## src/rtl/residue_pkg.sv

```systemverilog
// Shared types and helpers for the mod-3 residue checker.
package residue_pkg;

    typedef enum logic [1:0] {
        IDLE,
        CALC,
        REPORT
    } state_t;

    localparam logic [1:0] RES_INVALID = 2'b11;

    localparam int unsigned GID_NIB0_SUM   = 0;
    localparam int unsigned GID_NIB0_CARRY = 1;
    localparam int unsigned GID_NIB1_SUM   = 2;
    localparam int unsigned GID_NIB1_CARRY = 3;
    localparam int unsigned GID_ACC_B0     = 4;
    localparam int unsigned GID_ACC_B1     = 5;

    // Accepts any 2-bit operands (including 3, reachable under faults).
    function automatic logic [1:0] mod3_add(input logic [1:0] a, input logic [1:0] b);
        logic [2:0] t;
        t = {1'b0, a} + {1'b0, b};
        if (t >= 3'd6) begin
            t = t - 3'd6;
        end else if (t >= 3'd3) begin
            t = t - 3'd3;
        end
        return t[1:0];
    endfunction

endpackage

```

## src/rtl/mod3_nibble_acc.sv

```systemverilog
// One nibble folded into the running mod-3 accumulator.
// Fault-override gates are compiled in only when FAULT_INJ_EN is defined.
module mod3_nibble_acc
    import residue_pkg::*;
#(
    parameter int unsigned NG       = 128,
    parameter int unsigned GID_BASE = 0
) (
    input  logic [3:0]    nibble,
    input  logic [1:0]    acc,
    input  logic [NG-1:0] fault_en_bus,
    input  logic          fault_val,
    output logic [1:0]    acc_next
);

    // Nibble weights are 1,2,1,2 mod 3, so sum the two bit pairs and fold
    // the carry back in (4 is congruent to 1 mod 3).
    logic [2:0] st0_raw;
    logic [1:0] st0_sum;
    logic       st0_carry;
    logic [2:0] st1_raw;
    logic [1:0] st1_sum;
    logic       st1_carry;
    logic [1:0] nib_res;
    logic [1:0] acc_raw;
    logic       unused_fault;

    assign st0_raw = {1'b0, nibble[1:0]} + {1'b0, nibble[3:2]};
    assign st1_raw = {1'b0, st0_sum} + {2'b00, st0_carry};
    assign nib_res = mod3_add(st1_sum, {1'b0, st1_carry});
    assign acc_raw = mod3_add(acc, nib_res);

`ifdef FAULT_INJ_EN
    assign st0_sum    = fault_en_bus[GID_BASE + GID_NIB0_SUM]   ? {2{fault_val}} : st0_raw[1:0];
    assign st0_carry  = fault_en_bus[GID_BASE + GID_NIB0_CARRY] ? fault_val      : st0_raw[2];
    assign st1_sum    = fault_en_bus[GID_BASE + GID_NIB1_SUM]   ? {2{fault_val}} : st1_raw[1:0];
    assign st1_carry  = fault_en_bus[GID_BASE + GID_NIB1_CARRY] ? fault_val      : st1_raw[2];
    assign acc_next[0] = fault_en_bus[GID_BASE + GID_ACC_B0]    ? fault_val      : acc_raw[0];
    assign acc_next[1] = fault_en_bus[GID_BASE + GID_ACC_B1]    ? fault_val      : acc_raw[1];
`else
    assign st0_sum   = st0_raw[1:0];
    assign st0_carry = st0_raw[2];
    assign st1_sum   = st1_raw[1:0];
    assign st1_carry = st1_raw[2];
    assign acc_next  = acc_raw;
`endif

    assign unused_fault = ^{fault_en_bus, fault_val};

endmodule

```

## src/rtl/residue_check_mod3.sv

```systemverilog
// Sequential mod-3 residue checker: one nibble per cycle, handshaked report,
// sticky error flag and saturating error count. Fault gates: FAULT_INJ_EN.
module residue_check_mod3
    import residue_pkg::*;
#(
    parameter int unsigned DW       = 16,
    parameter int unsigned CNT_W    = 8,
    parameter int unsigned NG       = 128,
    parameter int unsigned GID_BASE = 0
) (
    input  logic             clk,
    input  logic             rst_n,
    input  logic             in_valid,
    output logic             in_ready,
    input  logic [DW-1:0]    in_data,
    input  logic [1:0]       in_res,
    output logic             out_valid,
    input  logic             out_ready,
    output logic             out_ok,
    output logic [1:0]       out_calc_res,
    output logic             err_sticky,
    output logic [CNT_W-1:0] err_cnt,
    input  logic             clr_err,
    input  logic [NG-1:0]    fault_en_bus,
    input  logic             fault_val
);

    localparam int unsigned NN    = DW / 4;
    localparam int unsigned IDX_W = (NN > 1) ? $clog2(NN) : 1;
    localparam logic [IDX_W-1:0] IDX_LAST = IDX_W'(NN - 1);

    state_t          state;
    state_t          state_nx;
    logic [DW-1:0]   data_q;
    logic [1:0]      res_q;
    logic [1:0]      acc;
    logic [1:0]      acc_next;
    logic [IDX_W-1:0] idx;
    logic            last_nib;
    logic            err_event;

    assign last_nib  = (idx == IDX_LAST);
    assign err_event = out_valid && out_ready && !out_ok;

    mod3_nibble_acc #(
        .NG       (NG),
        .GID_BASE (GID_BASE)
    ) u_nib (
        .nibble       (data_q[3:0]),
        .acc          (acc),
        .fault_en_bus (fault_en_bus),
        .fault_val    (fault_val),
        .acc_next     (acc_next)
    );

    always_ff @(posedge clk or negedge rst_n) begin
        if (!rst_n) begin
            state <= IDLE;
        end else begin
            state <= state_nx;
        end
    end

    always_comb begin
        state_nx = state;
        case (state)
            IDLE:    if (in_valid)        state_nx = CALC;
            CALC:    if (last_nib)        state_nx = REPORT;
            REPORT:  if (out_ready)       state_nx = IDLE;
            default:                      state_nx = IDLE;
        endcase
    end

    always_comb begin
        in_ready  = (state == IDLE);
        out_valid = (state == REPORT);
    end

    // The data register shifts right so the current nibble is always [3:0].
    always_ff @(posedge clk or negedge rst_n) begin
        if (!rst_n) begin
            data_q       <= '0;
            res_q        <= '0;
            acc          <= '0;
            idx          <= '0;
            out_calc_res <= '0;
            out_ok       <= 1'b0;
        end else begin
            case (state)
                IDLE: begin
                    if (in_valid) begin
                        data_q <= in_data;
                        res_q  <= in_res;
                        acc    <= '0;
                        idx    <= '0;
                    end
                end
                CALC: begin
                    acc    <= acc_next;
                    idx    <= idx + 1'b1;
                    data_q <= data_q >> 4;
                    if (last_nib) begin
                        out_calc_res <= acc_next;
                        out_ok       <= (acc_next == res_q) && (res_q != RES_INVALID);
                    end
                end
                default: ;
            endcase
        end
    end

    // A clear coinciding with an error is applied first, so the error still counts.
    always_ff @(posedge clk or negedge rst_n) begin
        if (!rst_n) begin
            err_sticky <= 1'b0;
            err_cnt    <= '0;
        end else if (clr_err) begin
            err_sticky <= err_event;
            err_cnt    <= err_event ? CNT_W'(1) : '0;
        end else if (err_event) begin
            err_sticky <= 1'b1;
            if (err_cnt != '1) begin
                err_cnt <= err_cnt + 1'b1;
            end
        end
    end

endmodule

```

## config.mk

```make
export PLATFORM = sky130hd
export DESIGN_NAME = residue_check_mod3
export DESIGN_NICKNAME = d
export VERILOG_FILES = /design/src/rtl/residue_pkg.sv /design/src/rtl/mod3_nibble_acc.sv /design/src/rtl/residue_check_mod3.sv
export SDC_FILE = /design/constraint.sdc
export NUM_CORES = 1
export LEC_CHECK = 0
export BUFFER_PORTS_ARGS = -buffer_cell sky130_fd_sc_hd__buf_2
export CAP_MARGIN = 10
export CORE_MARGIN = 4
export CORE_UTILIZATION = 35
export DETAILED_ROUTE_END_ITERATION = 7
export PLACE_DENSITY = 0.77
export SETUP_SLACK_MARGIN = 0.3
export SYNTH_ARGS = -nofsm -noshare
export SYNTH_HDL_FRONTEND = slang
export SYNTH_SLANG_ARGS = --single-unit
```

## constraint.sdc

```tcl
create_clock -name clk -period 4.3 [get_ports clk]
set_input_delay 0.86 -clock clk [delete_from_list [all_inputs] [get_ports clk]]
set_output_delay 0.86 -clock clk [all_outputs]
set_load 0.02 [all_outputs]
```

==> results.cfg, run 1 <==
[logic_synthesis]
synth_area_sq_um = 1957
yosys-top-cells-area = dfrtp_1 (46%), o21ai_0 (7.7%), ha_1 (7.0%)
async_flop_share_pct = 100.0
synthFlopType = dfrtp_1
yosysWarnings = 0
synth.distinct_cells = 37
ys_seq_elements = 36
ys_seq_area_share_pct = 46.04
post_synth.cell_area_avg_sq_um = 10.14
yosys.area.top_type = dfrtp_1
netlist.area_leader.share_pct = 46.04
syn_nets = 359
syn_inst = 193
synth_edf_count = 0

[floorplan]
num_rows = 26
core_sq_um = 5270
ioPinCount = 166
die_x_um = 82.78
start_util_pct = 37.13
fp.dieArea_sq_um = 6852
fp.dieH_um = 82.78

[clocking]
clockRootBuffer = clkbuf_8
clkTransAtPathRegs_ns = 0.07
cts_tree = built
clock_latency_ns = 0.28
numCtsBuffers = 5
htree_levels = 2
cts_hold_buf = 0
cts_sinks = 36
clock_path_buffers = 2

[pwr]
report.power.total_mw = 2.463
p_clk_share_pct = 9.0
p_int_mw = 1.393
p_per_area_nw_per_um2 = 1014
seq_power_share_pct = 21.4
p_sw_mw = 1.070
irDropWorstVdd_mv = 0.4756
p_sw_share_pct = 43.44
comb_power_share_pct = 69.7
leakage_nw = 1.167

[place]
hpwl_um = 2862
gp_congestion = 0.7697
port_buffers = 36

[final_layout]
antenna_cells = 0
nFillCells = 516
post-route-util_pct = 46.11
multi_input_area_sq_um = 1120
num-nets-final = 399
mostFrequentLayoutCells = dfrtp_1 (36), buf_2 (36), nand2_1 (26), o21ai_0 (25), mux2i_1 (12)
syn2layout_area_growth_pct = 24.17
area.sequential_sq_um = 900.9
drive_gt1_share_pct = 30.90

[drt]
drt_iter0_markers = 60
drcViolationCount = 0
post_drt_wl_per_cell_um = 12.89
routed_wl_um = 3907
ant_nets = 0
vias_per_cell = 4.950
dr.pass1.iters = 4
vias = 1500

[global_routing]
grt_use_met2_pct = 20.99
antenna_found_initial = 0
grt_max_degree = 37
overflow = 0
grt_use_met1_pct = 16.62
grt_pass1_wl_um = 6720
track_usage_pct = 12.84
gr-usage-met3_pct = 2.808
busiest_layer = met2
grt_pass1_vias = 1532

[setup_path]
reg2reg_depth = 19
required_ns = 4.51
critPathCaptureType = register
cp_max_fo = 5
worst_setup_path_start_kind = register
crit_type = reg -> reg
crit_arrival_ns = 4.35
r2r_slack_ns = 0.16

[timing]
fin_crit_ns = 4.138
worst_slew_pin_slew_ns = 0.8130
fmax_mhz = 241.7
post-route-period-util_pct = 96.23
setup_viol = 0
finalHoldViolCount = 0
slew_viol_final = 0
finClkSkew_ns = 0.004812
grt_setup_unrepaired = true
slew_headroom_pct = 45.80

[run_status]
status = completed

[job]
cap_viol_max_count = 0

[worst_hold_path]
whs_path_depth = 1
hp-class = reg -> reg
==> cell type report <==
| cell class | count | area share, % |
|---|---|---|
| multi-input combinational | 141 | 46.09 |
| clock buffer | 6 | 2.987 |
| tap | 70 | 3.605 |
| clock inverter | 1 | 0.2060 |
| timing repair buffer | 40 | 8.651 |
| sequential | 36 | 37.08 |
| inverter | 9 | 1.390 |
==> worst max-delay path: stages, from the launching register on <==
cell and delay, ns:
dfrtp_1 0.39, ha_2 0.19, fa_2 0.33, ha_2 0.19, ha_4 0.16, ha_4 0.17, ha_4 0.24, ha_4 0.17
o21ai_2 0.12, o21ai_1 0.08, nand2_1 0.08, o21ai_2 0.05, ha_2 0.18, fa_2 0.49, ha_4 0.31, inv_1 0.04
a221o_1 0.35, a2111oi_1 0.38, a21oi_1 0.07, o21ai_1 0.08
==> cells in the mapped netlist, drive strengths merged, types with 2 or more instances <==
master / number
nand2: 27
nand2b: 4
nand3: 10
nor3: 2
buf: 2
xnor2: 6
mux2i: 12
inv: 9
nor2: 9
nor3b: 2
fa: 3
dfrtp: 36
o21ai: 31
clkbuf: 5
nor4b: 3
ha: 11
nor2b: 2
mux2: 2
a21oi: 3
==> sequential cells by signal (all words and copies together) (netlist names) <==
register and flops:
res_q 2, out_calc_res 2, state 2, err_cnt 8
data_q 16, out_ok 1, err_sticky 1, acc 2
idx 2
==> kinds of logic after synthesis <==
logic type,after synthesis,synth area share [%]
multiplexers,14,7.289
adder cells (fa/ha/maj),14,10.10
XOR/XNOR,6,2.685
AO/OA/AOI/OAI,42,12.79
flip-flops,36,46.04
AND/OR/NAND/NOR,65,17.46
buffers and inverters,16,3.644
==> through the flow <==
step | std cells | setup slack, ns | TNS (ns) | hold slack (ns) | area (sq um)
5_1_grt | 303 | -0.01180 | -0.01180 | 0.5199 | 2430
6_report | 303 | 0.1619 | 0 | 0.4740 | 2430
3_5_place_dp | 294 | -0.04356 | -0.04356 | 0.4627 | 2275
2_1_floorplan | 193 | 0.2388 | 0 | 0.4495 | 2029
3_3_place_gp | 294 | 0.04135 | 0 | 0.4570 | 2275
4_1_cts | 303 | 0.1609 | 0 | 0.4788 | 2430
==> worst paths after layout <==
path | startpoint | endpoint
hold / removal | err_sticky | err_sticky
setup reg to reg | data_q[0] | out_ok
hold reg to reg | err_sticky | err_sticky
setup / recovery | data_q[0] | out_ok
min in group asynchronous | rst_n | data_q[1]
max in group asynchronous | rst_n | data_q[7]
==> what timing repair did <==
item | 4_1_cts | 5_1_grt
setup buffers | 2 | 0
pin swaps | 6 | 0
setup endpoints to repair | 4 | 3
gates resized for setup | 11 | 2
cloned | 0 | 0
==> layer usage <==
metal,wire (um),vias up
li1,-,752
met1,1771,714
met2,1898,29
met3,172,5
met4,65,0
met5,0,-
==> power groups by stage <==
stage | Sequential, mW | Combinational (mW) | Clock [mW]
floorplan | 0.534 | 1.14 | 0
global placement | 0.526 | 1.39 | 0
detailed placement | 0.533 | 1.45 | 0
CTS | 0.527 | 1.72 | 0.231
global route | 0.542 | 1.93 | 0.248
finish | 0.526 | 1.72 | 0.221
Power figures use the tool's default switching activity.
==> inputs of run 2 (changes only) <==
--- a/config.mk
+++ b/config.mk
@@ -14,4 +14,5 @@
 export SETUP_SLACK_MARGIN = 0.3
 export SYNTH_ARGS = -nofsm -noshare
 export SYNTH_HDL_FRONTEND = slang
+export SYNTH_HIERARCHICAL = 1
 export SYNTH_SLANG_ARGS = --single-unit
==> results.cfg, run 2 <==
[drt]
ant_nets = 0
routed_wl_um = 4177
dr.pass1.iters = 4
drcViolationCount = 0
drt_iter0_markers = 69
vias = 1651
post_drt_wl_per_cell_um = 12.73
vias_per_cell = 5.034

[final_layout]
mostFrequentLayoutCells = nand2_1 (51), dfrtp_1 (36), buf_2 (36), nor2_1 (23), a31oi_1 (14)
post-route-util_pct = 46.28
drive_gt1_share_pct = 31.64
nFillCells = 528
largest_register = data_q
syn2layout_area_growth_pct = 28.36
final_area_sq_um = 2549
layoutNonFillerInstCount = 328
mostFrequentLayoutCell = nand2_1
antenna_cells = 0
num-nets-final = 421
largest_registers = data_q (16), err_cnt (8)
largest_register_ffs = 16

[setup_path]
cp_max_fo = 4
required_ns = 4.47
crit_arrival_ns = 4.39
crit_type = reg -> reg
worst_setup_path_start_kind = register
critPathCaptureType = register

[timing]
setup_viol = 0
grt_setup_unrepaired = true
post-route-period-util_pct = 98.16
slew_viol_final = 0
worst_slew_pin_slew_ns = 0.7889
finalHoldViolCount = 0
fin_crit_ns = 4.221
slew_headroom_pct = 47.41
fmax_mhz = 236.9
finClkSkew_ns = 0.005775

[logic_synthesis]
netlist.area_leader.share_pct = 45.37
post_synth.cell_area_avg_sq_um = 9.279
yosys-top-cells-area = dfrtp_1 (45%), nand2_1 (9.6%), ha_1 (6.9%)
ys_seq_area_share_pct = 45.37
synthTopCellsByCount = nand2_1 (51), dfrtp_1 (36), nor2_1 (23), a31oi_1 (14), ha_1 (11)
ys_seq_elements = 36
synth_edf_count = 0
async_flop_share_pct = 100.0
yosys.area.top_type = dfrtp_1
yosysMostFrequentCell = nand2_1
yosysWarnings = 6
syn_nets = 380
syn_inst = 214
synthFlopType = dfrtp_1
synth_area_sq_um = 1986
synth.distinct_cells = 41

[worst_hold_path]
hp-class = reg -> reg

[floorplan]
start_util_pct = 36.06
num_rows = 27
ioPinCount = 166
die_x_um = 83.32
fp.dieArea_sq_um = 6942
core_sq_um = 5507
fp.dieH_um = 83.32

[job]
cap_viol_max_count = 0

[clocking]
cts_sinks = 36
numCtsBuffers = 5
cts_tree = built
clock_latency_ns = 0.29
clockRootBuffer = clkbuf_8
clock_path_buffers = 2
htree_levels = 2
clkTransAtPathRegs_ns = 0.07

[place]
gp_congestion = 0.7581
placed_area_sq_um = 2347
dpl.cell_count = 315
hpwl_um = 2980
port_buffers = 36

[global_routing]
grt_max_degree = 37
overflow = 0
grt_pass1_vias = 1536
antenna_found_initial = 0
track_usage_pct = 12.41
grt_pass1_wl_um = 7044

[run_status]
status = completed
==> run 2: cell count changes in the layout (fill, tap and decap cells not counted), sizes merged, moves of 3 or more <==
cell    previous run  this run
inv                9         5
nand2b             4         0
nor2               9        23
buf               40        43
a31oi              0        14
mux2i             12         3
nand2             27        51
o21ai             31         9
xnor2              6         0
==> run 2: worst paths after layout <==
check | start | to | slack, ns | cells after the start
setup / recovery | data_q[2] | out_ok | 0.08 | 20
hold / removal | data_q[15] | data_q[15] | 0.50 | 2
setup reg to reg | data_q[2] | out_ok | 0.08 | 20
hold reg to reg | data_q[15] | data_q[15] | 0.50 | 2
max in group asynchronous | rst_n | data_q[2] | 3.15 | 1
min in group asynchronous | rst_n | err_cnt[6] | 0.65 | 1
==> run 2: critical path, cell delays in order (launching register included) <==
cell and delay [ns]:
dfrtp_1 0.38, ha_2 0.19, fa_2 0.37, ha_4 0.18, ha_4 0.15, ha_4 0.17, ha_4 0.24, ha_4 0.17
o21ai_4 0.14, a21oi_2 0.07, a31o_2 0.23, ha_4 0.16, fa_2 0.58, ha_4 0.22, o21a_1 0.18, a211oi_2 0.21
a21oi_2 0.06, xor2_1 0.13, nor3_1 0.05, a31oi_1 0.16, o21ai_1 0.07
==> run 2: cell type report <==
cell class                 instances  area (sq um)  area share [%]
multi-input combinational        164          1180           46.29
sequential                        36         900.9           35.35
timing repair buffer              43         232.7           9.131
clock buffer                       7         96.34           3.780
tap                               72         90.09           3.535
clock inverter                     1         30.03           1.178
inverter                           5         18.77          0.7364
==> run 2: stage by stage <==
step,hold WS [ns],setup WS (ns),setup TNS (ns)
after floorplan,0.4673,0.06334,0
after detailed placement,0.4740,-0.009218,-0.009218
after global placement,0.4781,0.08261,0
after CTS,0.5022,0.06705,0
final,0.5020,0.07892,0
after global routing,0.5286,-0.1115,-0.1540
==> run 2: layer usage <==
metal  routed length [um]  GRT usage [%]  share of wire [%]
met4                   55          4.903                1.3
met2                 1951          19.53                 47
met1                 1950          16.39                 47
met3                  220          2.976                5.3
met5                    0              0                  0
==> run 2: timing repair <==
| action | 4_1_cts | 5_1_grt |
|---|---|---|
| setup endpoints to repair | 5 | 5 |
| resized for setup | 4 | 3 |
| hold buffers | 0 | 0 |
| setup buffers | 3 | 2 |
| pin swaps | 9 | 0 |
==> run 2: kinds of logic (layout without fill, tap and decap cells) <==
family	count (synthesis)	in the layout	synth area share [%]
adders and majority gates	14	14	9.956
and+or+nand+nor	103	103	25.02
DFF	36	36	45.37
muxes	6	6	3.214
AOI/OAI and AO/OA	39	39	12.92
buffers and inverters	14	56	2.646
xor gates and xnor gates	2	2	0.8823
Power of run 2 is not shown: default switching activity piles up to over one toggle a cycle in this logic, so the estimate is an artifact.
==> inputs of run 3 (changes only) <==
--- a/config.mk
+++ b/config.mk
@@ -8,10 +8,12 @@
 export BUFFER_PORTS_ARGS = -buffer_cell sky130_fd_sc_hd__buf_2
 export CAP_MARGIN = 10
 export CORE_MARGIN = 4
-export CORE_UTILIZATION = 35
+export CORE_UTILIZATION = 39
 export DETAILED_ROUTE_END_ITERATION = 7
-export PLACE_DENSITY = 0.77
+export GPL_TIMING_DRIVEN = 0
+export PLACE_DENSITY = 0.81
 export SETUP_SLACK_MARGIN = 0.3
+export SKIP_CTS_REPAIR_TIMING = 1
 export SYNTH_ARGS = -nofsm -noshare
 export SYNTH_HDL_FRONTEND = slang
 export SYNTH_HIERARCHICAL = 1
==> constraint.sdc (replaced) <==
create_clock -name clk -period 4.2 [get_ports clk]
set_input_delay 0.84 -clock clk [delete_from_list [all_inputs] [get_ports clk]]
set_output_delay 0.84 -clock clk [all_outputs]
set_load 0.02 [all_outputs]
==> results.cfg, run 3 (synthesis results as in run 2) <==
[run_status]
status = completed

[place]
gp_congestion = 0.7808
hpwl_um = 3292
port_buffers = 36

[final_layout]
antenna_cells = 0
syn2layout_area_growth_pct = 25.65
multi_input_area_sq_um = 1162
area.sequential_sq_um = 900.9
largest_register_ffs = 16
num-nets-final = 428
drive_gt1_share_pct = 28.63
mostFrequentLayoutCell = nand2_1
largest_register = data_q
mostFrequentLayoutCells = nand2_1 (51), dfrtp_1 (36), buf_2 (36), nor2_1 (23), a31oi_1 (14)
largest_registers = data_q (16), err_cnt (8)
nFillCells = 470

[floorplan]
ioPinCount = 166
start_util_pct = 41.22
core_sq_um = 4817
fp.dieH_um = 79.36
die_x_um = 79.36
fp.dieArea_sq_um = 6297
num_rows = 25

[drt]
post_drt_wl_per_cell_um = 13.74
drt_iter0_markers = 63
vias_per_cell = 5.243
vias = 1725
dr.pass1.iters = 4
routed_wl_um = 4520
ant_nets = 0
drcViolationCount = 0

[timing]
grt_setup_unrepaired = true
slew_headroom_pct = 47.76
worst_slew_pin_slew_ns = 0.7836
setup_tns_ns = 0
fin_crit_ns = 4.188
slew_viol_final = 0
finClkSkew_ns = 0.004502
fmax_mhz = 238.8
finalHoldViolCount = 0
post-route-period-util_pct = 99.71
setup_viol = 0

[clocking]
cts_tree = built
clkTransAtPathRegs_ns = 0.07
clock_latency_ns = 0.28
clockRootBuffer = clkbuf_8
numCtsBuffers = 5
cts_sinks = 36
htree_levels = 2
clock_path_buffers = 2

[job]
cap_viol_max_count = 0

[global_routing]
antenna_found_initial = 0
grt_pass1_vias = 1730
track_usage_pct = 15.39
overflow = 0
grt_pass1_wl_um = 7748
grt_max_degree = 37

[setup_path]
worst_setup_path_start_kind = register
required_ns = 4.41
critPathCaptureType = register
crit_arrival_ns = 4.40
cp_max_fo = 5
crit_type = reg -> reg
reg2reg_depth = 20

[worst_hold_path]
whs_path_depth = 1
hp-class = reg -> reg
[run 3: worst paths after layout]
kind,startpoint,slack [ns],to
min,err_sticky,0.50,err_sticky
max,data_q[0],0.01,out_ok
max in group asynchronous,rst_n,3.07,data_q[4]
min reg2reg,err_sticky,0.50,err_sticky
min in group asynchronous,rst_n,0.63,err_cnt[4]
max reg2reg,data_q[0],0.01,out_ok
[run 3: final cells by class]
class	instances	area share (%)
repair buffers	41	8.726
well taps	67	3.360
clock inverters	1	0.2006
clock buffers	6	2.909
plain buffers	9	1.354
inverters	5	0.7523
multi-input cells	164	46.59
flip-flops and latches	36	36.11
[run 3: stage by stage]
stage / setup WS, ns / utilization [%] / hold WS (ns) / area, sq um / cells
floorplan: -0.03426 / - / 0.4673 / 2106 / 214
global placement: -0.1370 / 49.19 / 0.4786 / 2370 / 317
detailed placement: -0.2762 / 49.19 / 0.4743 / 2370 / 317
CTS: -0.2713 / 50.81 / 0.5014 / 2447 / 324
global route: -0.1815 / 51.79 / 0.5204 / 2495 / 329
finish: 0.01209 / 51.79 / 0.4981 / 2495 / 329
[run 3: critical path: stages (launching register included)]
cell and delay (ns):
dfrtp_1 0.38, ha_2 0.19, fa_2 0.35, ha_4 0.17, ha_4 0.15, ha_4 0.17, ha_4 0.24, ha_4 0.16
o21ai_2 0.14, a21oi_1 0.09, a31o_2 0.23, ha_4 0.15, fa_2 0.59, ha_4 0.23, o21a_1 0.17, a211oi_2 0.17
a21oi_2 0.07, xor2_1 0.14, nor3_1 0.14, a31oi_1 0.06, o21ai_1 0.12
[run 3: layer usage]
metal | global-route usage [%] | vias up | wire length (um)
li1 | - | 842 | -
met2 | 25.08 | 52 | 2149
met3 | 3.855 | 5 | 241
met4 | 4.296 | 0 | 59
met5 | 0 | - | 0
met1 | 20.29 | 826 | 2069
Power of run 3 is left out for the same reason.
